<file path="src/rtl/seq_tx_pkg.sv">
`default_nettype none
// ============================================================================
// Module   : seq_tx_pkg
// Brief    : Shared state encoding, default sizes and frame-length helper
//            for the serial pattern transmitter.
// Revision : 1.0 - initial release
// ============================================================================
package seq_tx_pkg;

    localparam int DEF_WIDTH = 8;
    localparam int DEF_GAP   = 1;
    localparam int DEF_REP_W = 4;

    typedef enum logic [1:0] {
        ST_IDLE  = 2'd0,
        ST_SHIFT = 2'd1,
        ST_GAP   = 2'd2
    } state_t;

    // A zero or oversized length request means "send the full frame".
    function automatic int unsigned norm_len(input int unsigned len,
                                             input int unsigned width);
        return ((len == 0) || (len > width)) ? width : len;
    endfunction

endpackage
`default_nettype wire

</file>
<file path="src/rtl/seq_tx_shreg.sv">
`default_nettype none
// ============================================================================
// Module   : seq_tx_shreg
// Brief    : Loadable MSB-first shift register with bit-index counter and a
//            registered last-bit flag.
// Revision : 1.0 - initial release
// ============================================================================
module seq_tx_shreg #(
    parameter int WIDTH = 8
) (
    input  logic                       clk,
    input  logic                       rst,
    input  logic                       load,
    input  logic                       shift,
    input  logic                       clear,
    input  logic [WIDTH-1:0]           load_data,
    input  logic [$clog2(WIDTH+1)-1:0] load_len,
    output logic                       bit_out,
    output logic                       last
);

    localparam int c_len_w = $clog2(WIDTH+1);

    logic [WIDTH-1:0]   sreg_q, sreg_d;
    logic [c_len_w-1:0] idx_q,  idx_d;
    logic               last_q, last_d;

    // Frame is left-justified on load so the serial bit is always the MSB.
    always_comb begin
        sreg_d = sreg_q;
        idx_d  = idx_q;
        last_d = last_q;
        if (clear) begin
            sreg_d = '0;
            idx_d  = '0;
            last_d = 1'b0;
        end else if (load) begin
            sreg_d = load_data << (c_len_w'(WIDTH) - load_len);
            idx_d  = load_len - c_len_w'(1);
            last_d = (load_len == c_len_w'(1));
        end else if (shift) begin
            sreg_d = sreg_q << 1;
            idx_d  = idx_q - c_len_w'(1);
            last_d = (idx_q == c_len_w'(1));
        end
    end

    always_ff @(posedge clk or negedge rst) begin
        if (!rst) begin
            sreg_q <= '0;
            idx_q  <= '0;
            last_q <= 1'b0;
        end else begin
            sreg_q <= sreg_d;
            idx_q  <= idx_d;
            last_q <= last_d;
        end
    end

    assign bit_out = sreg_q[WIDTH-1];
    assign last    = last_q;

endmodule
`default_nettype wire

</file>
<file path="src/rtl/seq_tx_serializer.sv">
`default_nettype none
// ============================================================================
// Module   : seq_tx_serializer
// Brief    : Serial frame transmitter with programmable repeat count and
//            idle gap between repeated frames.
// Revision : 1.0 - initial release
// ============================================================================
module seq_tx_serializer
    import seq_tx_pkg::*;
#(
    parameter int WIDTH = DEF_WIDTH,
    parameter int GAP   = DEF_GAP,
    parameter int REP_W = DEF_REP_W
) (
    input  logic                       clk,
    input  logic                       rst,
    input  logic                       start,
    input  logic [WIDTH-1:0]           data,
    input  logic [$clog2(WIDTH+1)-1:0] len,
    input  logic [REP_W-1:0]           rep,
    output logic                       out,
    output logic                       busy,
    output logic                       frame_end,
    output logic                       done
);

    localparam int c_len_w = $clog2(WIDTH+1);
    localparam int c_gap_w = (GAP > 1) ? $clog2(GAP) : 1;

    state_t             state_q, state_d;
    logic [WIDTH-1:0]   frame_q, frame_d;
    logic [c_len_w-1:0] len_q,   len_d;
    logic [REP_W-1:0]   rep_q,   rep_d;
    logic [c_gap_w-1:0] gap_q,   gap_d;
    logic               busy_q,  busy_d;
    logic               done_q,  done_d;

    logic               w_load, w_shift, w_clear, w_last, w_bit;
    logic [WIDTH-1:0]   w_ld_data;
    logic [c_len_w-1:0] w_ld_len, w_len_norm;

    always_comb begin
        w_len_norm = c_len_w'(norm_len(int'(len), WIDTH));
        state_d    = state_q;
        frame_d    = frame_q;
        len_d      = len_q;
        rep_d      = rep_q;
        gap_d      = gap_q;
        done_d     = 1'b0;
        w_load     = 1'b0;
        w_shift    = 1'b0;
        w_clear    = 1'b0;
        w_ld_data  = frame_q;
        w_ld_len   = len_q;
        case (state_q)
            ST_IDLE: begin
                if (start) begin
                    w_load    = 1'b1;
                    w_ld_data = data;
                    w_ld_len  = w_len_norm;
                    frame_d   = data;
                    len_d     = w_len_norm;
                    rep_d     = rep;
                    state_d   = ST_SHIFT;
                end
            end
            ST_SHIFT: begin
                if (!w_last) begin
                    w_shift = 1'b1;
                end else if (rep_q == '0) begin
                    w_clear = 1'b1;
                    done_d  = 1'b1;
                    state_d = ST_IDLE;
                end else if (GAP > 0) begin
                    w_clear = 1'b1;
                    gap_d   = c_gap_w'(GAP - 1);
                    rep_d   = rep_q - REP_W'(1);
                    state_d = ST_GAP;
                end else begin
                    // Zero-gap repeat: reload straight from the latched frame.
                    w_load  = 1'b1;
                    rep_d   = rep_q - REP_W'(1);
                end
            end
            ST_GAP: begin
                if (gap_q == '0) begin
                    w_load  = 1'b1;
                    state_d = ST_SHIFT;
                end else begin
                    gap_d = gap_q - c_gap_w'(1);
                end
            end
            default: state_d = ST_IDLE;
        endcase
        busy_d = (state_d != ST_IDLE);
    end

    always_ff @(posedge clk or negedge rst) begin
        if (!rst) begin
            state_q <= ST_IDLE;
            frame_q <= '0;
            len_q   <= '0;
            rep_q   <= '0;
            gap_q   <= '0;
            busy_q  <= 1'b0;
            done_q  <= 1'b0;
        end else begin
            state_q <= state_d;
            frame_q <= frame_d;
            len_q   <= len_d;
            rep_q   <= rep_d;
            gap_q   <= gap_d;
            busy_q  <= busy_d;
            done_q  <= done_d;
        end
    end

    seq_tx_shreg #(
        .WIDTH (WIDTH)
    ) u_shreg (
        .clk       (clk),
        .rst       (rst),
        .load      (w_load),
        .shift     (w_shift),
        .clear     (w_clear),
        .load_data (w_ld_data),
        .load_len  (w_ld_len),
        .bit_out   (w_bit),
        .last      (w_last)
    );

    assign out       = w_bit;
    assign frame_end = w_last;
    assign busy      = busy_q;
    assign done      = done_q;

endmodule
`default_nettype wire
</file>
<file path="config.mk">
export PLATFORM = sky130hd
export DESIGN_NAME = seq_tx_serializer
export DESIGN_NICKNAME = d
export VERILOG_FILES = /design/src/rtl/seq_tx_pkg.sv /design/src/rtl/seq_tx_shreg.sv /design/src/rtl/seq_tx_serializer.sv
export SDC_FILE = /design/constraint.sdc
export NUM_CORES = 1
export LEC_CHECK = 0
export BUFFER_PORTS_ARGS = -buffer_cell sky130_fd_sc_hd__buf_2
export CORE_AREA = 2 2 59 72
export DETAILED_ROUTE_END_ITERATION = 10
export DIE_AREA = 0 0 61 74
export GPL_ROUTABILITY_DRIVEN = 0
export PLACE_DENSITY = 0.73
export SLEW_MARGIN = 10
export SYNTH_ARGS = -nofsm -noshare
export SYNTH_HDL_FRONTEND = slang
export SYNTH_SLANG_ARGS = --single-unit
</file>
<file path="constraint.sdc">
create_clock -name clk -period 5.5 [get_ports clk]
set_clock_uncertainty 0.05 [all_clocks]
set_input_delay 1.1 -clock clk [delete_from_list [all_inputs] [get_ports clk]]
set_output_delay 1.1 -clock clk [all_outputs]
set_load 0.1 [all_outputs]
</file>
==> impl_metrics.tcl, run 1 <==
set metrics [dict create \
    status "complete, no violations" \
    end_kind "flip-flop" \
    final_cells 302 \
    io_pins 23 \
    yosys_register_bits 33 \
    syn_to_final_growth_pct 11.03 \
    yosysWarnings 0 \
    cts-resized-gates 0 \
    hold_depth 2 \
    netlist_area_um2 1974 \
    synth_compound_area_share_pct 17.36 \
    slew_headroom_pct 31.19 \
    min_period_over_period_pct 59.02 \
    insertion_delay_ns 0.28 \
    synth_cell_types 39 \
    synth_edf_count 0 \
    hold_violations 0 \
    min_period_ns 3.246 \
    h-tree-depth 2 \
    initial_core_util_pct 51.32 \
    swShare_pct 45.93 \
    num_rows 25 \
    critPathArrivalTime_ns 3.39 \
    wirelength_um 4137 \
    rsz0062_at_grt "no" \
    antenna_cells 0 \
    overflow 0 \
    path_class "input pin to flip-flop" \
    clk_path_buf_depth 2 \
    syn-num-nets 255 \
    tightestPinTransition_ns 1.032 \
    antenna_found_initial 0 \
    die_w_um 61 \
    p_leak_nw 1.016 \
    vias 1663 \
    cap_violations 0 \
    numCtsBuffers 5 \
    drc 0 \
    path_delay_family "multiplexers" \
    drv_slew 0 \
    setup_violations 0 \
    ant_nets 0 \
    path_max_fanout 14 \
    cts_setup_buffers 0 \
    synth-xor-area-share_pct 2.281 \
    syn_inst 231 \
    pwr-share-clk_pct 11.9 \
    fp.dieH_um 74 \
    p_per_area_nw_per_um2 625.5 \
    max_freq_mhz 308.0 \
    core_area_um2 3847 \
    dpl.hpwl_um 2985 \
    path_clk_slew_ns 0.06 \
    synth_common_cells "53 x nand2_1, 33 x dfrtp_1, 16 x a21oi_1, 12 x nor2_1, 10 x clkbuf_1" \
    yosysMostFrequentCell "nand2_1" \
    dieArea_um2 4514 \
    fin_util_pct 56.98 \
    port_buffers 22 \
    worstPathCellList "buf_2 > nand2_1 > o21ai_0 > inv_1 > ha_1 > xnor2_4 > mux2_1 > mux2_2 > o22ai_1" \
    root_buffer "clkbuf_8" \
    power_switching_mw 0.6297 \
    postCtsHoldBufs 0 \
    track_usage_pct 21.19 \
    post-place-cells 296 \
    avgViaCountPerCell 5.507 \
    synthFlopType "dfrtp_1" \
    slowest_delay_ns 0.44 \
    yosysTopAreaCell "dfrtp_1" \
    grt_max_degree 34 \
    internal_power_mw 0.7415 \
    cts_tree "yes" \
    cpMaxStageDelayCell "o21ai_0" \
    placed_area_um2 2118 \
    synthSimpleGateAreaFrac_pct 25.54 \
    stdcell_area_um2 2192 \
    synth_fa_ha_area_share_pct 3.169 \
    power_frac_seq_pct 32.1 \
    yosysTopAreaCellShare_pct 41.83 \
    synth_top_family_by_area "simple AND/OR/NAND/NOR gates" \
    drt_iter0_drc 75 \
    critical_path_depth 9 \
    cp_num_buf_inv 2 \
    start_kind "input pin" \
    ys_top_cells_by_area "dfrtp_1 42%, nand2_1 10%, a21oi_1 4.1%" \
    final_nets 273 \
    drive_gt1_share_pct 15.73 \
    worst_ep_required_time_ns 5.65 \
    async_flop_share_pct 100.0 \
    synth_mux_area_share_pct 6.020 \
    setup_tns_ns 0 \
    yosysSeqAreaShare_pct 41.83 \
    reg2reg_depth 9 \
    grt_pass1_wl_um 7217 \
    ir_worst_vdd_uv 296.2 \
    syn_avg_cell_area_um2 8.547 \
    drt-wirelength-per-cell_um 13.70 \
    pwr-share-comb_pct 56.0 \
    drt_first_pass_iters 4 \
    hold_path_class "flip-flop to flip-flop" \
    grt_pass1_vias 1613 \
    cts_num_sinks 33 \
]
## path summary, 6_finish.rpt
kind / from / endpoint / slack [ns]
max in group asynchronous: rst / frame_q[0] / 4.08
max reg2reg: state_q[1] / u_shreg.sreg_q[4] / 2.62
max: start / u_shreg.sreg_q[4] / 2.25
min in group asynchronous: rst / rep_q[1] / 0.83
min reg2reg: frame_q[7] / frame_q[7] / 0.44
min: frame_q[7] / frame_q[7] / 0.44
## final cells by class
| class | instances | area (um2) |
|---|---|---|
| Fill cell | 381 | 1655 |
| Tap cell | 54 | 67.56 |
| Multi-Input combinational cell | 178 | 1074 |
| Clock buffer | 5 | 68.82 |
| Clock inverter | 1 | 5.005 |
| Inverter | 7 | 26.28 |
| Sequential cell | 33 | 825.8 |
| Timing Repair Buffer | 24 | 125.1 |
## metal layers
metal / global-route usage (%) / part of all wire, % / wire [um] / vias up
met5: 0 / 0 / 0 / -
met4: 7.729 / 1.6 / 68 / 0
met3: 4.174 / 3.2 / 131 / 6
met2: 33.57 / 49 / 2008 / 29
met1: 28.80 / 47 / 1928 / 788
li1: - / - / - / 840
## power by group through the flow
stage | combinational [mW] | sequential [mW] | clock, mW
floorplan | 0.585 | 0.468 | 0
global placement | 0.752 | 0.441 | 0
detailed placement | 0.766 | 0.444 | 0
CTS | 0.769 | 0.439 | 0.170
global route | 0.866 | 0.456 | 0.178
finish | 0.768 | 0.439 | 0.164
## cell families after synthesis
group,count (synthesis)
muxes,11
adders and majority gates,5
xor gates and xnor gates,3
AOI/OAI and AO/OA,55
and+or+nand+nor,104
DFF,33
buffers and inverters,20
## per-stage QoR
step                      power (mW)  setup slack, ns  hold slack (ns)
after floorplan                1.053            2.062           0.3879
after global placement         1.193            2.062           0.4086
after detailed placement       1.210            1.962           0.4273
after CTS                      1.379            2.239           0.4434
after global routing           1.500            2.067           0.4710
final                          1.371            2.254           0.4407
## state kept, by name, indices dropped and copies added (netlist names)
register,count
frame_q,8
u_shreg.sreg_q,8
len_q,4
rep_q,4
u_shreg.idx_q,4
state_q,2
busy,1
done,1
u_shreg.last,1
## worst reg2reg max path, cell delays in order (launching register included)
cell and delay [ns]:
dfrtp_1 0.43, nor2_1 0.12, nand2_1 0.29, o21ai_0 0.44
inv_1 0.09, ha_1 0.25, xnor2_4 0.32, mux2_1 0.38
mux2_2 0.27, o22ai_1 0.15
## layout by cell type, fill, tap and decap left out, drive strengths merged, types with 2 or more instances in the layout
master / n
nor3: 6
mux2: 4
o31ai: 2
dfrtp: 33
nor2b: 9
nor2: 12
nand2b: 3
clkbuf: 5
a21oi: 16
ha: 5
nand3: 4
o21ai: 8
a22o: 3
xnor2: 2
a31oi: 7
a211oi: 7
mux2i: 7
or2: 2
nand2: 53
o22ai: 7
buf: 24
nor3b: 9
inv: 7
No activity file was read; power rests on OpenSTA's default activity.
==> run 2: changes to the inputs <==
- ABC_AREA: not set -> 1
- CORE_AREA: 2 2 59 72 -> 2 2 61 75
- DIE_AREA: 0 0 61 74 -> 0 0 63 77
- PLACE_DENSITY: 0.73 -> 0.72
- clock period: 5.5 -> 3.35 ns (I/O delays scaled with it)
==> run 2 against run 1 <==
Effect of this change:
- final area rose by 7.8%
- sequential share of layout area fell by 2.7 points
- sequential cell count did not move
- clock-buffer cell count rose by 2
- utilization rose by 0.23 points
- clock power rose by 140%
- critical path type is now flip-flop to flip-flop
- highest routed layer unchanged
==> impl_metrics.tcl, run 2 <==
set metrics [dict create \
    internal_power_mw 1.271 \
    fp.dieH_um 77 \
    max_freq_mhz 405.1 \
    root_buffer "clkbuf_8" \
    io_pins 23 \
    path_clk_slew_ns 0.07 \
    fillers 416 \
    regArea_um2 825.8 \
    port_buffers 22 \
    yosysSeqAreaShare_pct 39.03 \
    power_frac_seq_pct 26.1 \
    synthFlopType "dfrtp_1" \
    worstPathCellList "nor2_4 > nand2_4 > nand2_1 > nand2_4 > ha_1 > inv_1 > nand2_1 > nand3_1 > nand3_1 > nand2_1 > nand2_1 > nand2_1" \
    drt-wirelength-per-cell_um 11.66 \
    path_class "flip-flop to flip-flop" \
    hold_violations 0 \
    numCtsBuffers 5 \
    swShare_pct 49.46 \
    async_flop_share_pct 100.0 \
    dieArea_um2 4851 \
    syn_to_final_growth_pct 11.71 \
    ys_top_cells_by_area "dfrtp_1 39%, nand2_1 20%, inv_1 6.7%" \
    worst_ep_required_time_ns 3.48 \
    overflow 0 \
    p_per_area_nw_per_um2 1064 \
    ir_worst_vdd_uv 498.5 \
    path_max_fanout 18 \
    antenna_found_initial 0 \
    track_usage_pct 20.60 \
    syn-num-nets 316 \
    grt_pass1_vias 1782 \
    multi_input_area_um2 1071 \
    drc 0 \
    rsz0062_at_grt "no" \
    synth_edf_count 0 \
    final_cells 373 \
    cpMaxStageDelayCell "ha_1" \
    power_switching_mw 1.244 \
    holdWs_ns 0.3963 \
    die_w_um 63 \
    cap_violations 0 \
    yosysWarnings 0 \
    yosys_register_bits 33 \
    pwr-share-clk_pct 15.5 \
    yosysTopAreaCellShare_pct 39.03 \
    drt_first_pass_iters 4 \
    syn_inst 292 \
    crit_path_frequent_cell "nand2_1" \
    synth_common_cells "110 x nand2_1, 38 x inv_1, 33 x dfrtp_1, 23 x nand3_1, 17 x nor2_1" \
    reg_top3 "frame_q x8, u_shreg.sreg_q x8" \
    initial_core_util_pct 51.21 \
    grt.busiest_layer "met2" \
    ant_nets 0 \
    cts_tree "yes" \
    min_period_ns 2.468 \
    clk_path_buf_depth 2 \
    h-tree-depth 2 \
    grt_pass1_wl_um 7831 \
    met3_usage_pct 4.106 \
    avgViaCountPerCell 4.895 \
    postCtsHoldBufs 0 \
    num_rows 26 \
    antenna_cells 0 \
    drive_gt1_share_pct 18.61 \
    drt_iter0_drc 86 \
    netlist_area_um2 2116 \
    start_kind "flip-flop" \
    grt_max_degree 34 \
    hold_path_class "input pin to async pin" \
    wirelength_um 4350 \
    dpl.hpwl_um 3267 \
    final_cell_mix "110 x nand2_1, 38 x inv_1, 33 x dfrtp_1" \
    vias 1826 \
    setup_tns_ns 0 \
    final_common_cell "nand2_1" \
    synth_cell_types 34 \
    cts-resized-gates 0 \
    syn_avg_cell_area_um2 7.246 \
    yosysTopAreaCell "dfrtp_1" \
    fin_util_pct 57.21 \
    slowest_delay_ns 0.49 \
    insertion_delay_ns 0.29 \
    yosysMostFrequentCell "nand2_1" \
    globalRouteMet2Util_pct 35.64 \
    critPathArrivalTime_ns 2.60 \
    pwr-share-comb_pct 58.4 \
    post-place-cells 365 \
    setup_violations 0 \
    status "complete, no violations" \
    p_leak_nw 1.297 \
    end_kind "flip-flop" \
    core_area_um2 4131 \
    tightestPinTransition_ns 0.7426 \
    slew_headroom_pct 50.49 \
    cts_setup_buffers 0 \
    final_nets 340 \
    cts_num_sinks 33 \
    drv_slew 0 \
    met1_usage_pct 25.14 \
    min_period_over_period_pct 73.69 \
]
==> run 2: changes by cell type in the layout (fill, tap and decap cells not counted), sizes merged, moves of 9 or more <==
cell / previous run / this run
a21oi: 16 / 2
nor2b: 9 / 0
nand3: 4 / 28
nand2: 53 / 120
inv: 7 / 42
nor2: 12 / 23
nor3b: 9 / 0
==> run 2: layer usage <==
layer,wire length (um),part of all wire (%)
met5,0,0
met4,69,1.6
met3,141,3.2
met2,2127,49
met1,2012,46
==> run 2: cell families after synthesis <==
group                    count (synthesis)  synth area share, %
AO/OA/AOI/OAI                           27                8.516
AND/OR/NAND/NOR                        177                38.73
adder cells (fa/ha/maj)                  5                2.957
flip-flops                              33                39.03
XOR/XNOR                                 1               0.4140
buffers and inverters                   49                10.35
==> run 2: critical path: cells and delay by family (launching register included) <==
family	cells	cell delay [ns]
AND/OR/NAND/NOR	10	1.23
adder cells (fa/ha/maj)	1	0.49
flip-flops	1	0.44
buffers and inverters	1	0.15
==> run 2: per-stage QoR <==
stage	power (mW)	area [um2]	worst slack [ns]
floorplan	1.876	2116	1.193
global placement	2.112	2247	0.7402
detailed placement	2.138	2247	0.6848
CTS	2.534	2364	0.8788
global route	2.800	2364	0.6400
finish	2.515	2364	0.8815
==> run 2: area by class of cell <==
class	count	area share, %
Timing Repair Buffer	23	4.976
Inverter	43	6.882
Clock inverter	1	1.271
Clock buffer	7	3.653
Sequential cell	33	34.94
Multi-Input combinational cell	210	45.32
Tap cell	56	2.965
==> run 2: power by group through the flow <==
stage / Clock, mW / Combinational [mW] / Sequential, mW
floorplan: 0 / 1.12 / 0.758
global placement: 0 / 1.45 / 0.659
detailed placement: 0 / 1.47 / 0.665
CTS: 0.397 / 1.48 / 0.659
global route: 0.417 / 1.70 / 0.684
finish: 0.389 / 1.47 / 0.658
==> run 2: final timing paths <==
kind / start / endpoint / slack, ns / cells past startpoint
max in group asynchronous: rst / u_shreg.sreg_q[3] / 2.38 / 1
min reg2reg: frame_q[7] / frame_q[7] / 0.43 / 2
max reg2reg: state_q[1] / u_shreg.sreg_q[6] / 0.88 / 12
max: state_q[1] / u_shreg.sreg_q[6] / 0.88 / 12
min in group clk: frame_q[7] / frame_q[7] / 0.43 / 2
min: rst / len_q[2] / 0.40 / 1
